**config.mk**
```make
export PLATFORM = sky130hd
export DESIGN_NAME = demux_deser4
export DESIGN_NICKNAME = d
export VERILOG_FILES = /design/src/rtl/demux_deser_pkg.sv /design/src/rtl/demux_deser_lane.sv /design/src/rtl/demux_deser4.sv
export SDC_FILE = /design/constraint.sdc
export NUM_CORES = 1
export LEC_CHECK = 0
export ABC_CLOCK_PERIOD_IN_PS = 1800
export CAP_MARGIN = 0
export CORE_MARGIN = 2
export CORE_UTILIZATION = 53
export DETAILED_ROUTE_END_ITERATION = 8
export PLACE_DENSITY = 0.8
export SLEW_MARGIN = 0
export SYNTH_ARGS = -nofsm -noshare
export SYNTH_HDL_FRONTEND = slang
export SYNTH_HIERARCHICAL = 1
export SYNTH_SLANG_ARGS = --single-unit
```
**constraint.sdc**
```tcl
create_clock -name clk -period 1.8 [get_ports clk]
set_input_delay 0.36 -clock clk [delete_from_list [all_inputs] [get_ports clk]]
set_output_delay 0.36 -clock clk [all_outputs]
set_load 0.005 [all_outputs]
```
**src/rtl/demux_deser_pkg.sv**
```systemverilog
// Shared definitions for the 4-channel demux deserializer: channel sizing,
// channel index type, output FSM states and the round-robin pick helper.
package demux_deser_pkg;

    localparam int CH_N = 4;
    localparam int CH_W = 2;

    typedef logic [CH_W-1:0] ch_idx_t;

    typedef enum logic [0:0] {
        IDLE    = 1'b0,
        PRESENT = 1'b1
    } state_t;

    typedef struct packed {
        logic    found;
        ch_idx_t ch;
    } rr_pick_t;

    // First full channel scanning ptr, ptr+1, ... with natural 2-bit wrap.
    function automatic rr_pick_t rr_pick(input logic [CH_N-1:0] full, input ch_idx_t ptr);
        rr_pick_t res;
        ch_idx_t  idx;
        res.found = 1'b0;
        res.ch    = ptr;
        for (int i = 0; i < CH_N; i++) begin
            idx = ptr + ch_idx_t'(i);
            if (!res.found && full[idx]) begin
                res.found = 1'b1;
                res.ch    = idx;
            end
        end
        return res;
    endfunction

endpackage

```
**src/rtl/demux_deser_lane.sv**
```systemverilog
// One deserializer channel: shifts in serial bits, buffers one complete word
// and flags a sticky overflow when a word completes while the buffer is busy.
module demux_deser_lane
    import demux_deser_pkg::*;
#(
    parameter int WIDTH = 8
) (
    input  logic             clk,
    input  logic             rst_n,
    input  logic             bit_en,
    input  logic             bit_in,
    input  logic             pop,
    input  logic             ovf_clr,
    output logic [WIDTH-1:0] hold,
    output logic             hold_full,
    output logic             ovf
);

    localparam int CNT_W = $clog2(WIDTH);

    logic [WIDTH-1:0] shreg_q, shreg_d;
    logic [CNT_W-1:0] cnt_q, cnt_d;
    logic [WIDTH-1:0] hold_q, hold_d;
    logic             hold_full_q, hold_full_d;
    logic             ovf_q, ovf_d;
    logic [WIDTH-1:0] word_s;
    logic             complete_s;

    // Next-state for assembly, word buffer and overflow flag.
    always_comb begin
        word_s      = {shreg_q[WIDTH-2:0], bit_in};
        complete_s  = bit_en && (cnt_q == CNT_W'(WIDTH-1));
        shreg_d     = shreg_q;
        cnt_d       = cnt_q;
        hold_d      = hold_q;
        hold_full_d = hold_full_q;
        ovf_d       = ovf_q;

        if (bit_en) begin
            shreg_d = word_s;
            if (complete_s) begin
                cnt_d = {CNT_W{1'b0}};
            end else begin
                cnt_d = cnt_q + CNT_W'(1);
            end
        end else begin
            cnt_d = cnt_q;
        end

        if (ovf_clr) begin
            ovf_d = 1'b0;
        end else begin
            ovf_d = ovf_q;
        end

        if (pop) begin
            hold_full_d = 1'b0;
        end else begin
            hold_full_d = hold_full_q;
        end

        // A completing word may reuse the buffer being popped this cycle;
        // otherwise it is dropped, and the overflow set overrides a clear.
        if (complete_s) begin
            if (!hold_full_q || pop) begin
                hold_d      = word_s;
                hold_full_d = 1'b1;
            end else begin
                ovf_d = 1'b1;
            end
        end else begin
            hold_d = hold_q;
        end
    end

    // Lane state registers.
    always_ff @(posedge clk or negedge rst_n) begin
        if (!rst_n) begin
            shreg_q     <= {WIDTH{1'b0}};
            cnt_q       <= {CNT_W{1'b0}};
            hold_q      <= {WIDTH{1'b0}};
            hold_full_q <= 1'b0;
            ovf_q       <= 1'b0;
        end else begin
            shreg_q     <= shreg_d;
            cnt_q       <= cnt_d;
            hold_q      <= hold_d;
            hold_full_q <= hold_full_d;
            ovf_q       <= ovf_d;
        end
    end

    assign hold      = hold_q;
    assign hold_full = hold_full_q;
    assign ovf       = ovf_q;

endmodule

```
**src/rtl/demux_deser4.sv**
```systemverilog
// Four-channel deserializer behind a 1:4 bit demux. Each lane assembles its
// own words; a round-robin output FSM presents buffered words one at a time.
module demux_deser4
    import demux_deser_pkg::*;
#(
    parameter int WIDTH = 8
) (
    input  logic             clk,
    input  logic             rst_n,
    input  logic             bit_vld,
    input  logic [1:0]       sel,
    input  logic [3:0]       y,
    output logic             out_vld,
    input  logic             out_rdy,
    output logic [WIDTH-1:0] out_data,
    output logic [1:0]       out_ch,
    output logic [3:0]       ovf,
    input  logic             ovf_clr
);

    state_t           state_q, state_d;
    logic             out_vld_q, out_vld_d;
    logic [WIDTH-1:0] out_data_q, out_data_d;
    ch_idx_t          out_ch_q, out_ch_d;
    ch_idx_t          rr_ptr_q, rr_ptr_d;

    logic [CH_N-1:0]  bit_en_s;
    logic [CH_N-1:0]  pop_s;
    logic [CH_N-1:0]  hold_full_s;
    logic [CH_N-1:0]  ovf_s;
    logic [WIDTH-1:0] hold_s [CH_N];
    logic             handshake_s;
    rr_pick_t         pick_s;

    assign handshake_s = (state_q == PRESENT) && out_vld_q && out_rdy;
    assign pick_s      = rr_pick(hold_full_s, rr_ptr_q);

    for (genvar c = 0; c < CH_N; c++) begin : g_lane
        assign bit_en_s[c] = bit_vld && (sel == ch_idx_t'(c));
        assign pop_s[c]    = handshake_s && (out_ch_q == ch_idx_t'(c));

        demux_deser_lane #(
            .WIDTH (WIDTH)
        ) u_lane (
            .clk       (clk),
            .rst_n     (rst_n),
            .bit_en    (bit_en_s[c]),
            .bit_in    (y[c]),
            .pop       (pop_s[c]),
            .ovf_clr   (ovf_clr),
            .hold      (hold_s[c]),
            .hold_full (hold_full_s[c]),
            .ovf       (ovf_s[c])
        );
    end

    // Output FSM next-state: pick a full lane in IDLE, hold it until accepted.
    always_comb begin
        state_d    = state_q;
        out_vld_d  = out_vld_q;
        out_data_d = out_data_q;
        out_ch_d   = out_ch_q;
        rr_ptr_d   = rr_ptr_q;

        case (state_q)
            IDLE: begin
                if (pick_s.found) begin
                    state_d    = PRESENT;
                    out_vld_d  = 1'b1;
                    out_data_d = hold_s[pick_s.ch];
                    out_ch_d   = pick_s.ch;
                end else begin
                    out_vld_d  = 1'b0;
                end
            end
            PRESENT: begin
                if (handshake_s) begin
                    state_d   = IDLE;
                    out_vld_d = 1'b0;
                    rr_ptr_d  = out_ch_q + ch_idx_t'(1);
                end else begin
                    out_vld_d = 1'b1;
                end
            end
            default: begin
                state_d   = IDLE;
                out_vld_d = 1'b0;
            end
        endcase
    end

    // Output FSM and presented-word registers.
    always_ff @(posedge clk or negedge rst_n) begin
        if (!rst_n) begin
            state_q    <= IDLE;
            out_vld_q  <= 1'b0;
            out_data_q <= {WIDTH{1'b0}};
            out_ch_q   <= {CH_W{1'b0}};
            rr_ptr_q   <= {CH_W{1'b0}};
        end else begin
            state_q    <= state_d;
            out_vld_q  <= out_vld_d;
            out_data_q <= out_data_d;
            out_ch_q   <= out_ch_d;
            rr_ptr_q   <= rr_ptr_d;
        end
    end

    assign out_vld  = out_vld_q;
    assign out_data = out_data_q;
    assign out_ch   = out_ch_q;
    assign ovf      = ovf_s;

endmodule

```
== After elaboration in Yosys (flattened, before gate mapping) ==
Cells that the tools add are included.

* Register bits after elaboration: 93
* Output and inout bits: 15
* Logic and storage cells: 130
* Input bits: 11

* Add/sub/neg operators: 8
* Eq/ne operators: 10
* Reductions and logical operators: 35
* Bitwise logic cells: 2
* Multiplexer cells: 46
* Order comparisons: 5

{| class="wikitable"
|+ Operators with widths
! cell !! count
|-
| $mux 1 || 30
|-
| $mux 3 || 8
|-
| $bmux 8 s2 || 1
|-
| $logic_and 1x1->1 || 16
|-
| $mux 8 || 2
|-
| $add 3x1->3 const B || 4
|-
| $eq 3x3->1 const B || 4
|-
| $lt 2x3->1 const B || 4
|-
| $reduce_and 2->1 || 6
|-
| $bmux 1 s2 || 4
|-
| $eq 2x2->1 const B || 4
|-
| $logic_not 1->1 || 7
|-
| $add 2x1->2 const B || 2
|-
| $add 2x2->2 const B || 2
|-
| $eq 2x1->1 const B || 2
|-
| $logic_not 2->1 || 2
|-
| $logic_or 1x1->1 || 4
|-
| $ge 3x3->1 const B || 1
|-
| $not 2->3 || 1
|-
| $pmux 1 s2 || 1
|-
| $not 1->1 || 1
|}

== Logic depth before layout (Yosys ltp) ==
Gate-level depths: netlist (run 1).

* Word-level depth: 16
* Gate-level depth with buffers: 7

== By module ==
The synthesis (run 1) kept the hierarchy.

{| class="wikitable"
|+ By module, submodules not included
! module !! area an instance (µm²) !! cells each !! times used
|-
| demux_deser_lane || 829.5 || 51 || 4
|-
| demux_deser4 || 944.7 || 100 || 1
|}

== Worst setup path after synthesis (run 1) ==
Ideal clock, no wire load.

* Kind: reg2reg
* From: reg g_lane[2].u_lane.hold_full_q
* To: reg out_data_q[7], in the netlist out_data[7]
* Arrival time: 1.760 ns
* Path slack: -0.093 ns
* Library setup time: 0.133 ns
* Clock period less this slack: 1.893 ns
* Path buffers: 2
* Cell stages (with the launch flop): 8
* Cells stage by stage: dfrtp_1 > nor2b_1 > o21a_1 > buf_2 > nor3_4 > buf_6 > mux2i_1 > a211oi_2

* Word-level cells in the longest chain between the ends: 16

{| class="wikitable"
|+ Ends and longest elaborated chain
! item !! RTL line !! source
|-
| start: declaration || demux_deser_lane.sv:24 || <nowiki>logic hold_full_q, hold_full_d;</nowiki>
|-
| start signal: assignment || demux_deser_lane.sv:88 || <nowiki>hold_full_q <= hold_full_d;</nowiki>
|-
| $bmux 1 s2 || demux_deser_pkg.sv:28 || <nowiki>if (!res.found && full[idx]) begin</nowiki>
|-
| $mux 1 (implied by the code) || demux_deser_pkg.sv:28 ||
|-
| $mux 3 || demux_deser_pkg.sv:28 ||
|-
| $logic_not 1->1 || demux_deser_pkg.sv:28 ||
|-
| $logic_and 1x1->1 || demux_deser_pkg.sv:28 ||
|-
| $mux 3 || demux_deser_pkg.sv:28 ||
|-
| $logic_not 1->1 || demux_deser_pkg.sv:28 ||
|-
| $logic_and 1x1->1 || demux_deser_pkg.sv:28 ||
|-
| $mux 3 || demux_deser_pkg.sv:28 ||
|-
| $logic_not 1->1 || demux_deser_pkg.sv:28 ||
|-
| $logic_and 1x1->1 || demux_deser_pkg.sv:28 ||
|-
| $mux 3 (*) || demux_deser_pkg.sv:28 ||
|-
| $not 2->3 (implied by the code) || demux_deser4.sv:70 || <nowiki>out_data_d = hold_s[pick_s.ch];</nowiki>
|-
| $bmux 8 s2 || demux_deser4.sv:70 ||
|-
| $mux 8 (implied by the code) (2 in a row) || demux_deser4.sv:70 ||
|-
| end signal: assignment || demux_deser4.sv:97 || <nowiki>out_data_q <= {WIDTH{1'b0}};</nowiki>
|-
| end signal: assignment || demux_deser4.sv:103 || <nowiki>out_data_q <= out_data_d;</nowiki>
|-
| end: declaration || demux_deser4.sv:23 || <nowiki>logic [WIDTH-1:0] out_data_q, out_data_d;</nowiki>
|}

Mark *: on every way between the ends. The rest lies on a longest branch, timed or not. The select of a mux whose other input is x is not followed.
A chain may end at the register's enable or synchronous reset.

== Worst setup path in the final report (run 1) ==
* From: reg g_lane[2].u_lane.hold_full_q
* To: reg out_data_q[6], in the netlist out_data[6]

Same word-level chain as after synthesis.

==> results of run 1 <==
[synthesized netlist by cell type]
master,count,area [um2]
nand2_2,4,25.0
nand2_1,9,33.8
inv_1,14,52.6
a211oi_2,2,25.0
mux2_2,33,372
mux2i_1,13,130
nor2b_4,4,55.1
clkbuf_1,2,7.51
nand3b_1,1,7.51
buf_2,6,30.0
or3_1,1,6.26
nor2_1,12,45.0
buf_6,5,56.3
a21oi_1,1,5.00
nor2b_1,2,12.5
nand4b_1,1,8.76
a211o_1,1,8.76
o21ai_0,4,20.0
dfrtp_1,93,2330
o22ai_1,8,50.1
ha_1,12,150
buf_1,1,3.75
mux2_4,32,480
nor3b_1,1,7.51
nand2b_1,6,37.5
o21a_1,1,7.51
nand2b_4,4,55.1
nor4_1,1,6.26
and3_1,6,37.5
a211oi_1,15,113
nor3_4,1,16.3
o31a_1,8,70.1
[cell usage in the layout, fill, tap and decap left out, types with 5 or more instances in the layout]
| cell type | netlist | routed |
|---|---|---|
| ha_1 | 12 | 12 |
| buf_12 | 0 | 6 |
| mux2_2 | 33 | 33 |
| nor2_1 | 12 | 12 |
| dfrtp_1 | 93 | 88 |
| o31a_1 | 8 | 8 |
| dfrtp_2 | 0 | 5 |
| mux2i_1 | 13 | 12 |
| mux2_4 | 32 | 32 |
| buf_4 | 0 | 20 |
| clkdlybuf4s50_1 | 0 | 24 |
| a211oi_1 | 15 | 15 |
| o22ai_1 | 8 | 8 |
| clkbuf_8 | 0 | 9 |
| nand2_1 | 9 | 9 |
| nor2b_4 | 4 | 5 |
| nand2b_1 | 6 | 6 |
| and3_1 | 6 | 6 |
| inv_1 | 14 | 13 |
[metal layers]
layer	up-vias	wire (um)	global-route usage [%]
met1	1293	3530	27.5
met3	11	244	2.89
met5	-	0	0
met2	47	3810	30.8
met4	0	169	9.78
li1	1170	-	-
[worst max-delay path by stage]
| stage | start | endpoint | slack (ns) | depth (start not counted) |
|---|---|---|---|---|
| after floorplan | g_lane[2].u_lane/hold_full | out_data[7] | -0.02 | 7 |
| after global placement | bit_vld | g_lane[0].u_lane/hold[0] | -0.27 | 7 |
| after detailed placement | bit_vld | g_lane[0].u_lane/hold[3] | -0.27 | 7 |
| after CTS | out_ch[0] | g_lane[0].u_lane/hold[7] | 0.009 | 7 |
| after global routing | g_lane[2].u_lane/hold_full | out_data[4] | -0.03 | 5 |
| final | g_lane[2].u_lane/hold_full | out_data[6] | 0.04 | 6 |
[flip-flops by register name, summed over array words and instances (netlist names)]
name                     count
g_lane.u_lane/cnt_q         12
g_lane.u_lane/hold          32
g_lane.u_lane/hold_full      4
g_lane.u_lane/ovf            4
g_lane.u_lane/shreg_q       28
out_ch                       2
out_data                     8
out_vld                      1
rr_ptr_q                     2
[logic make-up after synthesis]
family | after synthesis | share of synthesized area [%]
mux | 78 | 23.0
simple gates | 53 | 8.31
buf+inv | 28 | 3.52
flops | 93 | 54.6
fa+ha+maj | 12 | 3.52
compound gates | 40 | 7.02
[final cells by class]
type | count | area [um2] | share of cell area [%]
clock buffers | 10 | 128 | 2.51
clock inverters | 6 | 111 | 2.19
inverters | 14 | 52.6 | 1.03
multi-input cells | 183 | 1810 | 35.6
flip-flops and latches | 93 | 2330 | 45.9
well taps | 102 | 128 | 2.51
repair buffers | 51 | 520 | 10.2
[stage by stage]
step,instance area (um2),std cells,utilization [%]
final,5080,459,65.4
after global routing,5080,459,65.4
after CTS,5060,458,65.1
after detailed placement,4810,441,61.9
after global placement,4810,441,61.9
after floorplan,4280,304,-
[report_power, final]
group | total, uW | switching [uW] | internal, uW
Combinational | 2900 | 1200 | 1700
Clock | 1650 | 723 | 923
Sequential | 3590 | 678 | 2910
[repair_timing]
action                     in CTS  in global routing
setup buffers                   0                  1
resized for setup               2                  8
hold endpoints to repair       32                  0
pin swaps                       0                  0
setup endpoints to repair       6                 25
hold buffers                    1                  0
==> metrics, run 1 <==
Synth warnings=6; Final Cycle Share=97.7%; P&R area growth vs syn=19.2%; die width=93.7 um; Worst EP arrival=1.99 ns; Worst R2R Path Depth=6; VDD IR max=0.798 mV; CTS root buf=clkbuf_8; endpoints failing hold=0; vias=2521; Pwr per Cell Area=1600 nW/um2; largest net degree at the start of global routing=36; max-slew violation count=0; Pre-antenna DRT Iters=4; Cell variety after synth=32; Die Y=93.7 um; routed len/inst=16.9 um; GPL Wtd Cong=0.888; Final nets=375; Die Area=8780 um2; outcome=finished clean; first-pass GRT wire length=13.1 mm; Seq/Total Area, Yosys=54.6%; TritonCTS clock tree=yes; worst setup margin=0.0410 ns; share of cells above drive strength 1=37.3%; Setup-failing EPs final=0; worst hold margin=0.479 ns; H-tree depth=3; DRT iter0 DRCs=179; vias in the first global route=2574; max cap viols=0; Period minus WS final=1.76 ns; clock latency on the worst-skew pair=0.37 ns; worst slew pin tran=0.448 ns; HP Class=in -> async; Total GRT Usage=19.8%; row count=32; setup TNS=0 ns; CP max FO=17; Setup Skew=0.0145 ns; Critical path buffers and inverters=1; io pins=26; cells along the critical path=nor2b_4 -> o21a_2 -> nor3_4 -> buf_12 -> mux2i_2 -> a211oi_1; R2R Path Start=g_lane[2].u_lane/hold_full; Avg Inst Size Synth=14.0 um2; leakage=0.00233 uW; synthesized area=4260 um2; Reg clk slew, reported paths=0.09 ns; Gate Count Post-Synth=304; Detail Route Antenna Nets=0; Largest stage delay, worst path=0.47 ns; WP data required=2.03 ns; fillers=563; Num CTS Buffers=9; CTS Buffer Depth=2; Residual DRC=0; Reg2Reg Setup Slack=0.04 ns; ANT cells=0; Worst slew margin=70.1%; clock sink total=93; Setup crit end kind=register; Reg2Reg Capture Point=out_data[6]; Placement Setup Slack=-0.269 ns; Via density=5.49; Max Clock Freq=569 MHz; startpoint types=register; cell family with most CP delay=flip-flops; initial antenna violation count=0; final WL=7.75 mm; #FFs+latches synth=93; syn nets=327; DP HPWL=5.63 mm; CP Class=reg -> reg; RSZ-0062 raised after global routing=yes; Power, Total=8140 uW; GRT overflow=0; Port Buf Inserts=25; critical path's slowest cell=dfrtp_2; Initial Utilization=54.9%; core area=7770 um2
(Power assumes the default switching activity.)
==> run 2: changes to the inputs <==
- ABC_AREA: unset -> 1
- CAP_MARGIN: 0 -> unset
- CORE_UTILIZATION: 53 -> 54
- PLACE_DENSITY: 0.8 -> 0.81
==> run 2 against run 1 <==
The flow now finishes with violations (setup timing). Clock power decreased by 24%. Maximum frequency decreased by 12%. Register-to-register slack got worse by 0.24 ns. Critical path type unchanged. Highest routed layer unchanged.
==> metrics, run 2 <==
outcome=finished with violations; failing checks=setup timing; Setup Skew=0.00892 ns; startpoint types=register; Seq/Total Area, Yosys=50.8%; DP HPWL=7.10 mm; initial antenna violation count=0; Final Cycle Share=111%; Max Clock Freq=500 MHz; Period minus WS final=2.00 ns; Worst slew margin=80.0%; Cell variety after synth=25; TritonCTS clock tree=yes; most frequent cells in the layout=nand2_1, dfrtp_1, nand3_1; setup TNS=-1.27 ns; Setup-failing EPs final=8; synthesized area=4590 um2; vias in the first global route=3659; Synth area leader=dfrtp_1; critical path's slowest cell=dfrtp_2; CTS root buf=clkbuf_8; worst slew pin tran=0.300 ns; #FFs+latches synth=93; HP Class=in -> async; RSZ-0062 raised after global routing=yes; Die Area=9240 um2; die width=96.2 um; vias=3794; Via density=5.20; largest net degree at the start of global routing=39; R2R Path Start=rr_ptr_q[0]; DRT iter0 DRCs=290; Num CTS Buffers=9; synth top area cells=dfrtp_1, nand2_1, nand3_1; endpoints failing hold=0; post-route cell area=5470 um2; Synth warnings=6; asr flop ratio synth=100%; Synth top cells by count=nand2_1, dfrtp_1, nand3_1; ANT cells=0; row count=33; Detail Route Antenna Nets=0; Yosys top cell area share=50.8%; CP max FO=9; leakage=0.00282 uW; Pwr per Cell Area=1710 nW/um2; core area=8220 um2; Port Buf Inserts=25; GPL Wtd Cong=0.891; routed len/inst=13.3 um; fillers=670; syn nets=589; storage element area=2330 um2; Initial Utilization=55.8%; clock sink total=93; Total GRT Usage=23.1%; Post-synth EDFFs=0; max cap viols=0; ys flop type=dfrtp_1; Multi-input gate area=1970 um2; io pins=26; Worst EP arrival=2.26 ns; final WL=9.71 mm; Setup crit end kind=register; Final nets=643; CTS Buffer Depth=2; Residual DRC=0; Largest stage delay, worst path=0.43 ns; worst setup margin=-0.200 ns; cells along the critical path=clkinv_4 -> buf_4 -> nand2_1 -> nand3_1 -> nand2_2 -> nand2_1 -> nand2_1 -> nand2_1 -> nand2_1 -> nand2_1 -> nand2_1 -> nand2_2 -> buf_4 -> nand2_1 -> nand2_1 -> nand2_1 -> nand2_1; CP Class=reg -> reg; WP data required=2.06 ns; max-slew violation count=0; CP startpoint=rr_ptr_q[0]; Crit path top cell by count=nand2_1; Gate Count Post-Synth=566; Die Y=96.2 um; GRT overflow=0; leading cell type in the layout, fill and taps excluded=nand2_1; max reg flops=32; share of cells above drive strength 1=17.6%; P&R area growth vs syn=19.3%; Pre-antenna DRT Iters=5; Reg clk slew, reported paths=0.09 ns; Placement Cell Area=5180 um2; first-pass GRT wire length=16.5 mm; Avg Inst Size Synth=8.10 um2; count leader, synth=nand2_1; clock latency on the worst-skew pair=0.36 ns; H-tree depth=3; VDD IR max=0.817 mV
run 2: changes by cell type after synthesis, sizes merged, moves of 12 or more:
| cell | previous run | this run |
|---|---|---|
| inv | 14 | 64 |
| mux2i | 13 | 0 |
| o21ai | 4 | 34 |
| a21oi | 1 | 13 |
| nand3 | 0 | 69 |
| a211oi | 17 | 0 |
| nand2 | 13 | 233 |
| mux2 | 65 | 0 |
run 2: final timing paths:
check,end,slack (ns),depth (start not counted)
max,out_data[6],-0.20,17
min,g_lane[2].u_lane/ovf,0.43,2
min in group clk,g_lane[3].u_lane/hold[0],0.49,2
min reg2reg,g_lane[3].u_lane/hold[0],0.49,2
max in group asynchronous,g_lane[3].u_lane/hold_full,0.84,3
max reg2reg,out_data[6],-0.20,17
run 2: layout make-up:
cell class,count,share of cell area [%]
Multi-Input combinational cell,390,36.0
Clock buffer,10,2.33
Sequential cell,93,42.6
Tap cell,105,2.40
Clock inverter,6,0.846
Inverter,64,4.71
Timing Repair Buffer,62,11.1
run 2: routing by layer:
layer / up-vias / part of all wire, % / GRT usage (%)
met5: - / 0 / 0
met4: 0 / 2.9 / 9.17
met3: 25 / 4.0 / 4.39
met2: 99 / 48 / 38.1
met1: 1788 / 45 / 30.2
li1: 1882 / - / -
run 2: repair_timing:
item,4_1_cts,5_1_grt
resized for setup,12,13
endpoints found under the setup margin,11,10
buffers inserted,1,1
hold buffers,1,0
endpoints found under the hold margin,20,0
pin swaps,0,0
run 2: report_power, final:
part	leakage [uW]	total [uW]	internal [uW]	switching, uW
clock	0.0000833	1250	512	742
combinational	0.00156	4690	1900	2790
sequential	0.00118	3420	2830	587
total	0.00282	9360	5240	4120
run 2: worst max-delay path, delay by kind of cell (launching register included):
| family | cells | cell delay (ns) |
|---|---|---|
| buf+inv | 3 | 0.42 |
| flops | 1 | 0.43 |
| simple gates | 14 | 1.04 |
run 2: logic make-up after synthesis:
logic type,share of synthesized area (%)
compound gates,5.92
fa+ha+maj,3.27
buf+inv,8.40
flops,50.8
simple gates,31.7
run 2: through the flow:
step / util, % / std cells / setup slack, ns / hold slack [ns] / total power (uW)
floorplan: - / 566 / 0.00159 / 0.0644 / 6270
global placement: 63.1 / 711 / -0.0843 / 0.270 / 7490
detailed placement: 63.1 / 711 / -0.177 / 0.271 / 7710
CTS: 65.9 / 729 / -0.100 / 0.419 / 9130
global route: 66.6 / 730 / -0.277 / 0.443 / 10100
finish: 66.6 / 730 / -0.200 / 0.426 / 9360
